### config.mk
export PLATFORM = sky130hd
export DESIGN_NAME = pipe_stage_reg
export DESIGN_NICKNAME = d
export VERILOG_FILES = /design/src/rtl/pipe_stage_reg.sv
export SDC_FILE = /design/constraint.sdc
export NUM_CORES = 1
export LEC_CHECK = 0
export BUFFER_PORTS_ARGS = -buffer_cell sky130_fd_sc_hd__buf_4
export CORE_UTILIZATION = 45
export DETAILED_ROUTE_END_ITERATION = 12
export PLACE_DENSITY = 0.88
export RECOVER_POWER = 100
export SYNTH_ARGS = -nofsm -noshare
export SYNTH_HDL_FRONTEND = slang
export SYNTH_SLANG_ARGS = --single-unit
### constraint.sdc
create_clock -name clk -period 1.9 [get_ports clk]
set_clock_uncertainty 0.05 [all_clocks]
set_input_delay 0.38 -clock clk [delete_from_list [all_inputs] [get_ports clk]]
set_output_delay 0.38 -clock clk [all_outputs]
set_load 0.005 [all_outputs]
### src/rtl/pipe_stage_reg.sv
// pipe_stage_reg: a generic pipeline stage register with a valid/ready
// handshake, a synchronous flush and a hold (stall) input.
// Optional feature macro: PIPE_STAGE_SKID_EN. When it is defined, a second
// (skid) entry is built in, so in_ready no longer depends on out_ready.
// When it is not defined, the stage has a single entry and in_ready passes
// combinationally through out_ready.
module pipe_stage_reg #(
  parameter int                    DATA_WIDTH = 32,
  parameter logic [DATA_WIDTH-1:0] RESET_DATA = {DATA_WIDTH{1'b0}},
  parameter int                    CNT_WIDTH  = 16
) (
  input  logic                  clk,
  input  logic                  reset,
  input  logic                  flush,
  input  logic                  hold,
  input  logic                  in_valid,
  output logic                  in_ready,
  input  logic [DATA_WIDTH-1:0] in_data,
  output logic                  out_valid,
  input  logic                  out_ready,
  output logic [DATA_WIDTH-1:0] out_data,
  output logic [1:0]            occupancy,
  output logic [CNT_WIDTH-1:0]  flushed_cnt
);

  // Main entry: the oldest payload. Its data is RESET_DATA whenever it is empty.
  logic                  r_main_valid;
  logic [DATA_WIDTH-1:0] r_main_data;
  logic [CNT_WIDTH-1:0]  r_flushed_cnt;

  logic                  w_main_valid_next;
  logic [DATA_WIDTH-1:0] w_main_data_next;
  logic [CNT_WIDTH-1:0]  w_cnt_next;

  logic                  w_active;
  logic                  w_accept;
  logic                  w_emit;
  logic                  w_skid_valid;
  logic [1:0]            w_occ;
  logic [CNT_WIDTH:0]    w_cnt_sum;

`ifdef PIPE_STAGE_SKID_EN
  logic                  r_skid_valid;
  logic [DATA_WIDTH-1:0] r_skid_data;
  logic                  w_skid_valid_next;
  logic [DATA_WIDTH-1:0] w_skid_data_next;

  assign w_skid_valid = r_skid_valid;
  // A fully registered ready signal: there is room as long as the skid entry is free.
  assign in_ready     = ~r_skid_valid & w_active;
`else
  assign w_skid_valid = 1'b0;
  // A single entry can take a new payload when it is empty or is draining this cycle.
  assign in_ready     = (~r_main_valid | out_ready) & w_active;
`endif

  // Flush or hold block every transfer in the current cycle.
  assign w_active  = ~hold & ~flush;
  assign out_valid = r_main_valid & w_active;
  assign out_data  = r_main_data;
  assign w_accept  = in_valid & in_ready;
  assign w_emit    = out_valid & out_ready;

  // The skid entry is only ever full while main is full, so this sum is 0..2.
  assign w_occ       = {1'b0, r_main_valid} + {1'b0, w_skid_valid};
  assign occupancy   = w_occ;
  assign flushed_cnt = r_flushed_cnt;

  // The sum is one bit wider than the counter, so a carry out means saturation.
  assign w_cnt_sum = {1'b0, r_flushed_cnt} + (CNT_WIDTH+1)'(w_occ);

  // Next state: flush has priority over hold, and hold over normal transfer.
  always_comb begin
    w_main_valid_next = r_main_valid;
    w_main_data_next  = r_main_data;
    w_cnt_next        = r_flushed_cnt;
`ifdef PIPE_STAGE_SKID_EN
    w_skid_valid_next = r_skid_valid;
    w_skid_data_next  = r_skid_data;
`endif
    if (flush) begin
      w_main_valid_next = 1'b0;
      w_main_data_next  = RESET_DATA;
`ifdef PIPE_STAGE_SKID_EN
      w_skid_valid_next = 1'b0;
      w_skid_data_next  = RESET_DATA;
`endif
      w_cnt_next = w_cnt_sum[CNT_WIDTH] ? {CNT_WIDTH{1'b1}} : w_cnt_sum[CNT_WIDTH-1:0];
    end else if (!hold) begin
`ifdef PIPE_STAGE_SKID_EN
      if (w_emit) begin
        if (r_skid_valid) begin
          // The skid entry is older than any new payload, so it moves up first.
          w_main_valid_next = 1'b1;
          w_main_data_next  = r_skid_data;
          w_skid_valid_next = w_accept;
          w_skid_data_next  = w_accept ? in_data : RESET_DATA;
        end else if (w_accept) begin
          w_main_data_next  = in_data;
        end else begin
          w_main_valid_next = 1'b0;
          w_main_data_next  = RESET_DATA;
        end
      end else if (w_accept) begin
        if (r_main_valid) begin
          w_skid_valid_next = 1'b1;
          w_skid_data_next  = in_data;
        end else begin
          w_main_valid_next = 1'b1;
          w_main_data_next  = in_data;
        end
      end
`else
      if (w_accept) begin
        w_main_valid_next = 1'b1;
        w_main_data_next  = in_data;
      end else if (w_emit) begin
        w_main_valid_next = 1'b0;
        w_main_data_next  = RESET_DATA;
      end
`endif
    end
  end

  // State registers; reset clears everything at once and counts nothing.
  always_ff @(posedge clk or posedge reset) begin
    if (reset) begin
      r_main_valid  <= 1'b0;
      r_main_data   <= RESET_DATA;
      r_flushed_cnt <= '0;
`ifdef PIPE_STAGE_SKID_EN
      r_skid_valid  <= 1'b0;
      r_skid_data   <= RESET_DATA;
`endif
    end else begin
      r_main_valid  <= w_main_valid_next;
      r_main_data   <= w_main_data_next;
      r_flushed_cnt <= w_cnt_next;
`ifdef PIPE_STAGE_SKID_EN
      r_skid_valid  <= w_skid_valid_next;
      r_skid_data   <= w_skid_data_next;
`endif
    end
  end

endmodule

==> results of run 1 <==
cell type report:
class                           instances  area (um2)
Timing Repair Buffer                   93         693
Tap cell                               52        65.1
Inverter                                4        15.0
Sequential cell                        49        1230
Multi-Input combinational cell         99         743
Fill cell                             364        1610
Clock buffer                            5        68.8
Clock inverter                          3        22.5
layer usage:
metal	track usage (%)	vias to the layer above	share of wire, %
li1	-	764	-
met4	8.22	0	1.4
met2	29.5	57	49
met1	25.2	811	45
met5	0	-	0
met3	3.56	7	5.1
power by group through the flow:
| stage | Sequential (mW) | Clock (mW) | Combinational [mW] |
|---|---|---|---|
| finish | 1.20 | 0.609 | 0.352 |
| global route | 1.21 | 0.668 | 0.390 |
| CTS | 1.20 | 0.635 | 0.372 |
| detailed placement | 1.22 | 0 | 0.371 |
| global placement | 1.22 | 0 | 0.361 |
| floorplan | 1.22 | 0 | 0.162 |
worst register-to-register path, delay by kind of cell, from the launching register on:
kind,cells,cell delay [ps]
AOI/OAI and AO/OA,2,440
buffers and inverters,2,520
DFF,1,400
and+or+nand+nor,1,270
sequential cells by signal, indices dropped and copies added (netlist names):
name          flops
out_data         32
flushed_cnt      16
r_main_valid      1
metrics by stage:
step	hold WS (ps)	cell area, um2	std cells	worst slack, ps	util, %
2_1_floorplan	437	2120	164	281	-
3_3_place_gp	386	2770	297	278	62.3
3_5_place_dp	386	2770	297	249	62.3
4_1_cts	54.8	2860	305	160	64.4
5_1_grt	238	2830	305	62.0	63.8
6_report	190	2830	305	148	63.8
final timing paths:
| kind | to | slack, ps | depth (start not counted) |
|---|---|---|---|
| setup / recovery | in_ready | 150 | 3 |
| hold / removal | flushed_cnt[13] | 190 | 2 |
| setup reg to reg | out_data[29] | 160 | 5 |
| hold reg to reg | out_data[10] | 450 | 1 |
| max in group asynchronous | out_data[13] | 470 | 3 |
| min in group clk | out_data[28] | 250 | 2 |
placed cells by master, fill, tap and decap left out, types with 2 or more instances in the layout:
cell type / count
sky130_fd_sc_hd__a22o_1: 32
sky130_fd_sc_hd__and3_1: 4
sky130_fd_sc_hd__buf_4: 41
sky130_fd_sc_hd__clkbuf_2: 2
sky130_fd_sc_hd__clkbuf_4: 50
sky130_fd_sc_hd__clkbuf_8: 5
sky130_fd_sc_hd__clkinvlp_4: 3
sky130_fd_sc_hd__dfrtp_1: 49
sky130_fd_sc_hd__ha_1: 2
sky130_fd_sc_hd__inv_1: 4
sky130_fd_sc_hd__mux2i_1: 2
sky130_fd_sc_hd__nand2_1: 14
sky130_fd_sc_hd__nand2b_1: 2
sky130_fd_sc_hd__nand3_1: 7
sky130_fd_sc_hd__nand4_1: 3
sky130_fd_sc_hd__nand4_2: 2
sky130_fd_sc_hd__nor2_1: 4
sky130_fd_sc_hd__nor4_1: 2
sky130_fd_sc_hd__xnor2_1: 7
sky130_fd_sc_hd__xor2_1: 4
cell families after synthesis:
logic type,after synthesis
buffers and inverters,16
and+or+nand+nor,44
DFF,49
xor gates and xnor gates,11
muxes,3
AOI/OAI and AO/OA,38
other,1
adders and majority gates,2
==> results summary, run 1 <==
The flow ran to the end, but the final reports show violations. The checks that failed: DRC. The post-cts hold buffer count came out at 0. Among all flip-flop cells after synthesis, the most frequent one is sky130_fd_sc_hd__dfrtp_1. The internal power of the cells came out at 1.59 mW. The initial core utilization came out at around 48%.

The residual antenna-violating net count after detailed routing is 0. The sequential fraction of design power came out at 55.6%. The worst reg2reg path startpoint is r_main_valid. Clock-pin slew was measured on the worst setup and hold paths at 90 ps. The clock latency on the worst-skew pair is 300 ps.

Of the total power, the share spent switching nets is a little over a quarter. After synthesis, the largest family of logic cells by area is compound AO/OA/AOI/OAI gates. The area of the die came out at 0.00500 mm2. In the post-synthesis netlist, the cell with the most instances is sky130_fd_sc_hd__dfrtp_1. The HPWL after detailed placement is 3270 um. The max-slew headroom at the worst pin came out at 45.0%. The total track usage is 18.6%. The final net count is roughly 300. Counting instances in the post-synthesis netlist gives the leading cell types as 49 x sky130_fd_sc_hd__dfrtp_1, 32 x sky130_fd_sc_hd__a22o_1, 14 x sky130_fd_sc_hd__nand2_1, 7 x sky130_fd_sc_hd__xnor2_1, 6 x sky130_fd_sc_hd__nand3_1.

The synthesized design contains between 40 and 50 register bits. The cell accounting for the most synthesized area is sky130_fd_sc_hd__dfrtp_1. The initial antenna violation count came out at 0.

The final wirelength is approximately 4600 um. 0 antenna diodes ended up in the layout. The total iterations of the first detailed-routing run came out at 8.

The count of endpoints failing hold in the final timing report is 0. The sequential fraction of the synthesis area is between 50% and 60%. The number of warning messages in the yosys log is 0. Tracing the worst setup path back leads to its startpoint at r_main_valid. The via-per-instance ratio came out at between 5 and 6. The net count after synthesis is 204.

The largest fanout on the critical path came out at 6. The average instance area after synthesis came out at 12.9 um2. The maximum number of pins on one net before global-route repair is 34. The power density over the cells came out at ~760 mW/mm2. The endpoint class of the critical path is an output pin. The layout cell share with drive strength beyond 1 came out at between 40% and 50%. The final total negative setup slack is 0 ps. The clock net sink count is 49. The worst endpoint data arrival time came out at approximately 1300 ps. The final setup violation count came out at 0. The kind of critical path is reg -> out.

The net switching power came out at a little under 600 uW. The total standard cell area after synthesis is ~0.0021 mm2. The clock network fraction of design power is 28.2%. The final number of max-transition violations came out at 0. The tightest min-delay check is of the in -> async type. The total clock buffers created by CTS is 5.

The measured slew at the worst slew-check pin came out at roughly 820 ps. The layout overhead on the synthesized area is 33.5%. The CTS tree is yes. Row generation in the floorplan step produced 24 rows. Counting flops with an async set or reset pin after synthesis yields a share of 100%. The tool flagged a number of max-cap violations equal to 0. The die is roughly 71 um wide.

The worst path uses roughly 92% of the clock period. Setup repair after global routing left no endpoint under its margin. The minimum clock period is between 1500 and 2000 ps. The share of synthesized cell area in full adder, half adder and majority cells came out at 1.18%. The first-pass GRT wire length came out at approximately 7300 um. The critical path buffer and inverter count is 2.

The detail-routed net length per standard cell is 15.0 um. The instance count of the mapped netlist is roughly 160. The overall via count from detail_route is roughly 1.6k. The portion of synthesized cell area occupied by the leading cell type is a little under 60%. The simple-gate share of the synthesized area is 12.0%. 90 I/O pins were placed.

The critical path goes through buf_4 > a211oi_4 > clkbuf_4. No sink is reached through more buffers than the 2 on the longest clock path. The worst setup path is launched from a flop.

Port buffering added 88 buffers. The routability congestion estimate from global placement is 0.763. Gates resized during post-CTS repair numbered 0. The part of the power in combinational logic is about 16%. The leakage power is 1.51 nW.

The required time of the critical path is 1470 ps. In the routed design, unresolved DRC markers number 16. The root buffer cell chosen for the clock tree is sky130_fd_sc_hd__clkbuf_8. The maximum clock rate came out at 0.571 GHz. The area of the core is between 0.004 and 0.005 mm2. Of the post-synthesis cell area, the part taken by muxes is 1.65%. The number of distinct library cell variants in the gate-level netlist after synthesis is 35. On the critical path, the stage with the largest delay is an instance of sky130_fd_sc_hd__dfrtp_1.

CTS built an H-tree with a depth of 2. Yosys attributes the largest share of cell area to sky130_fd_sc_hd__dfrtp_1 58%, sky130_fd_sc_hd__a22o_1 13%, sky130_fd_sc_hd__buf_12 3.8%. The design draws about 2.2 mW.

Grouping stages by cell kind, the critical path spends the most delay in flip-flops. The number of global-route vias before repair is between 1.5k and 2k. The total setup buffers inserted after CTS came out at 0. Summing the areas of all compound-gate instances in the mapped netlist gives between 10% and 20% of the synthesized area. For this run, the slowest stage of the critical path takes 400 ps. In this run, synthesis inferred 0 flip-flops with an integrated enable.

The total congestion overflow after global routing came out at 0. The number of design-rule violations left by the first detailed-router iteration is 84. The xor and xnor area share after synthesis came out at approximately 4.5%. The height of the die came out at approximately 71 um. The worst IR drop on VDD is between 0.5 and 0.6 mV.
Note: power is estimated with default switching activity, not from simulation.
==> inputs of run 2 (changes only) <==
==> constraint.sdc (replaced) <==
create_clock -name clk -period 1.9 [get_ports clk]
set_clock_uncertainty 0.05 [all_clocks]
set_input_delay 0.095 -clock clk [delete_from_list [all_inputs] [get_ports clk]]
set_output_delay 0.095 -clock clk [all_outputs]
set_load 0.005 [all_outputs]
==> run 2 against run 1 <==
Net effect:
- the run still ends with DRC left
- utilization is 7.2 points higher
- first-iteration DRC count is 38% higher
- sequential cell count stayed put
- critical endpoint is now flushed_cnt[14]
- largest cell class unchanged
- largest power group unchanged
==> results summary, run 2 (synthesis results as in run 1) <==
The register with the most flip-flops in the layout has 32 of them. The total iterations of the first detailed-routing run came out at 8. In the layout the commonest cells are 49 x sky130_fd_sc_hd__dfrtp_1, 48 x sky130_fd_sc_hd__clkbuf_4, 41 x sky130_fd_sc_hd__buf_4. The number of global-route vias before repair was around 1.8k. The worst setup path is launched from a flop. The initial antenna violation count is 0. The instance area at placement came out at about 0.0028 mm2.

The clock net sink count came out at 49. The layout cell share with drive strength beyond 1 is between 30% and 40%. The die is between 70 and 80 um tall. The standard-cell row count came out at 24.

The worst IR drop on VDD came out at between 0.4 and 0.5 mV. The detail-routed net length per standard cell came out at approximately 16 um. The part of the power in combinational logic is between 10% and 20%. The area growth from synthesis to layout is 48.6%. The post-cts hold buffer count is 32. The final reports fail on DRC. The clock-pin slew on the worst setup and hold paths is around 80 ps. Across all hold checks on the routed design, the worst slack comes to approximately 60 ps. During I/O placement, the number of pins put on the boundary was 90. In the routed layout, each cell is associated on average with a via count of approximately 5.4.

The power density over the cells came out at around 700 mW/mm2. The maximum number of pins on one net before global-route repair is 50. The area of the core is ~0.0044 mm2.

The die width came out at between 70 and 80 um. The total clock buffers created by CTS came out at 5. The residual antenna-violating net count after detailed routing came out at 0. Setup violations remaining at the end of the flow were counted as 0. The net switching power came out at roughly 540 uW.

The first-pass GRT wire length is a little under 9000 um. The detailed placer's ending HPWL is 3260 um. The overall via count from detail_route came out at between 1.5k and 2k. Routability-driven placement finished with a final weighted congestion of about 0.76.

The max-capacitance violation count came out at 0. The kind of critical path is reg -> reg. The maximum clock rate is about 0.6 GHz. The switching part of the total is 24.7%.

For this block, the initial DRC count from the detailed router was ~120. The worst setup path is captured at a flop. The number of H-tree branching levels came out at 2. In this run, flip-flops and latches consume between 50% and 60% of the power. In this run the worst hold path is classified as in -> reg.

The fraction of the core area covered by cells at the end of the flow is 71.0%. The final worst setup slack is around 230 ps. The finished cells cover about 0.0032 mm2. The worst endpoint data arrival time is 1800 ps.

The clock latency on the worst-skew pair is 280 ps. The post-route fraction of the period consumed by the critical path is between 80% and 90%. TritonCTS built the clock tree. The total track usage came out at approximately 22%. Gates resized during post-CTS repair numbered 0.

The floorplan step defined a die boundary enclosing around 0.005 mm2. The quantity of I/O buffers inserted on ports is 88. The worst path in the final design needs a cycle of ~1700 ps, including I/O delays and setup. The clock network fraction of design power is 26.7%. The internal power of the cells is approximately 1.7 mW. The library cell used as clock root buffer is sky130_fd_sc_hd__clkbuf_8.

The worst setup slack before clock tree synthesis came out at approximately 280 ps. The largest fanout on the critical path is 4. The max-slew headroom at the worst pin is 20.4%. For this design the static power due to leakage is about 1.6 nW. The run finished, with violations left. The commonest non-fill, non-tap cell in the layout is sky130_fd_sc_hd__dfrtp_1. The measured slew at the worst slew-check pin came out at between 1000 and 1500 ps. Data on the critical path is required at its endpoint by 2020 ps. The number of antenna diodes came out at 0.

The final wirelength is between 5000 and 6000 um. The total setup buffers inserted after CTS came out at 0. The clock tree buffer depth is 2. The count of filler cells inserted in the layout is approximately 320.

Setup repair after global routing left no endpoint under its margin. The final net count came out at 325. The count of endpoints failing hold in the final timing report came out at 0. After detailed routing, the number of remaining DRC violations is 17. The final number of max-transition violations is 0.

The total congestion overflow after global routing is 0. The initial core utilization came out at a little under half. The final total negative setup slack is 0 ps.
run 2: power groups by stage:
stage	clock network [mW]	logic [mW]	registers, mW
6_report	0.587	0.414	1.20
4_1_cts	0.611	0.430	1.20
3_5_place_dp	0	0.375	1.22
3_3_place_gp	0	0.363	1.22
2_1_floorplan	0	0.162	1.22
5_1_grt	0.656	0.452	1.21
run 2: cell type report:
class	instances	area, um2	area share (%)
Clock buffer	7	86.3	2.74
Sequential cell	49	1230	38.9
Inverter	4	15.0	0.476
Tap cell	52	65.1	2.06
Multi-Input combinational cell	99	746	23.6
Timing Repair Buffer	126	1020	32.2
run 2: worst max-delay path, cell delays in order (launching register included):
cell and delay, ps:
sky130_fd_sc_hd__dfrtp_1 400, sky130_fd_sc_hd__ha_1 200, sky130_fd_sc_hd__nand4_1 200, sky130_fd_sc_hd__nor3_4 300, sky130_fd_sc_hd__nand3_2 110, sky130_fd_sc_hd__mux2_4 300
run 2: routing by layer:
layer,share of wire [%],vias to the layer above,GRT usage (%),wire (um)
met5,0,-,0,0
met4,2.3,0,9.11,123
met3,5.2,11,3.42,276
met2,51,72,38.6,2690
met1,41,921,28.2,2170
li1,-,832,-,-
run 2: metrics by stage:
step                      instances  power, mW
final                           337       2.20
after global routing            337       2.32
after CTS                       336       2.24
after detailed placement        297       1.60
after global placement          297       1.58
after floorplan                 164       1.38
run 2: worst paths after layout:
| check | start | endpoint | slack [ps] | cells after the start |
|---|---|---|---|---|
| max in group asynchronous | reset | out_data[3] | 360 | 4 |
| setup / recovery | flushed_cnt[0] | flushed_cnt[14] | 230 | 5 |
| hold / removal | hold | r_main_valid | 60 | 3 |
| setup reg to reg | flushed_cnt[0] | flushed_cnt[14] | 230 | 5 |
| min in group asynchronous | reset | flushed_cnt[9] | 720 | 4 |
| hold reg to reg | out_data[13] | out_data[13] | 450 | 1 |
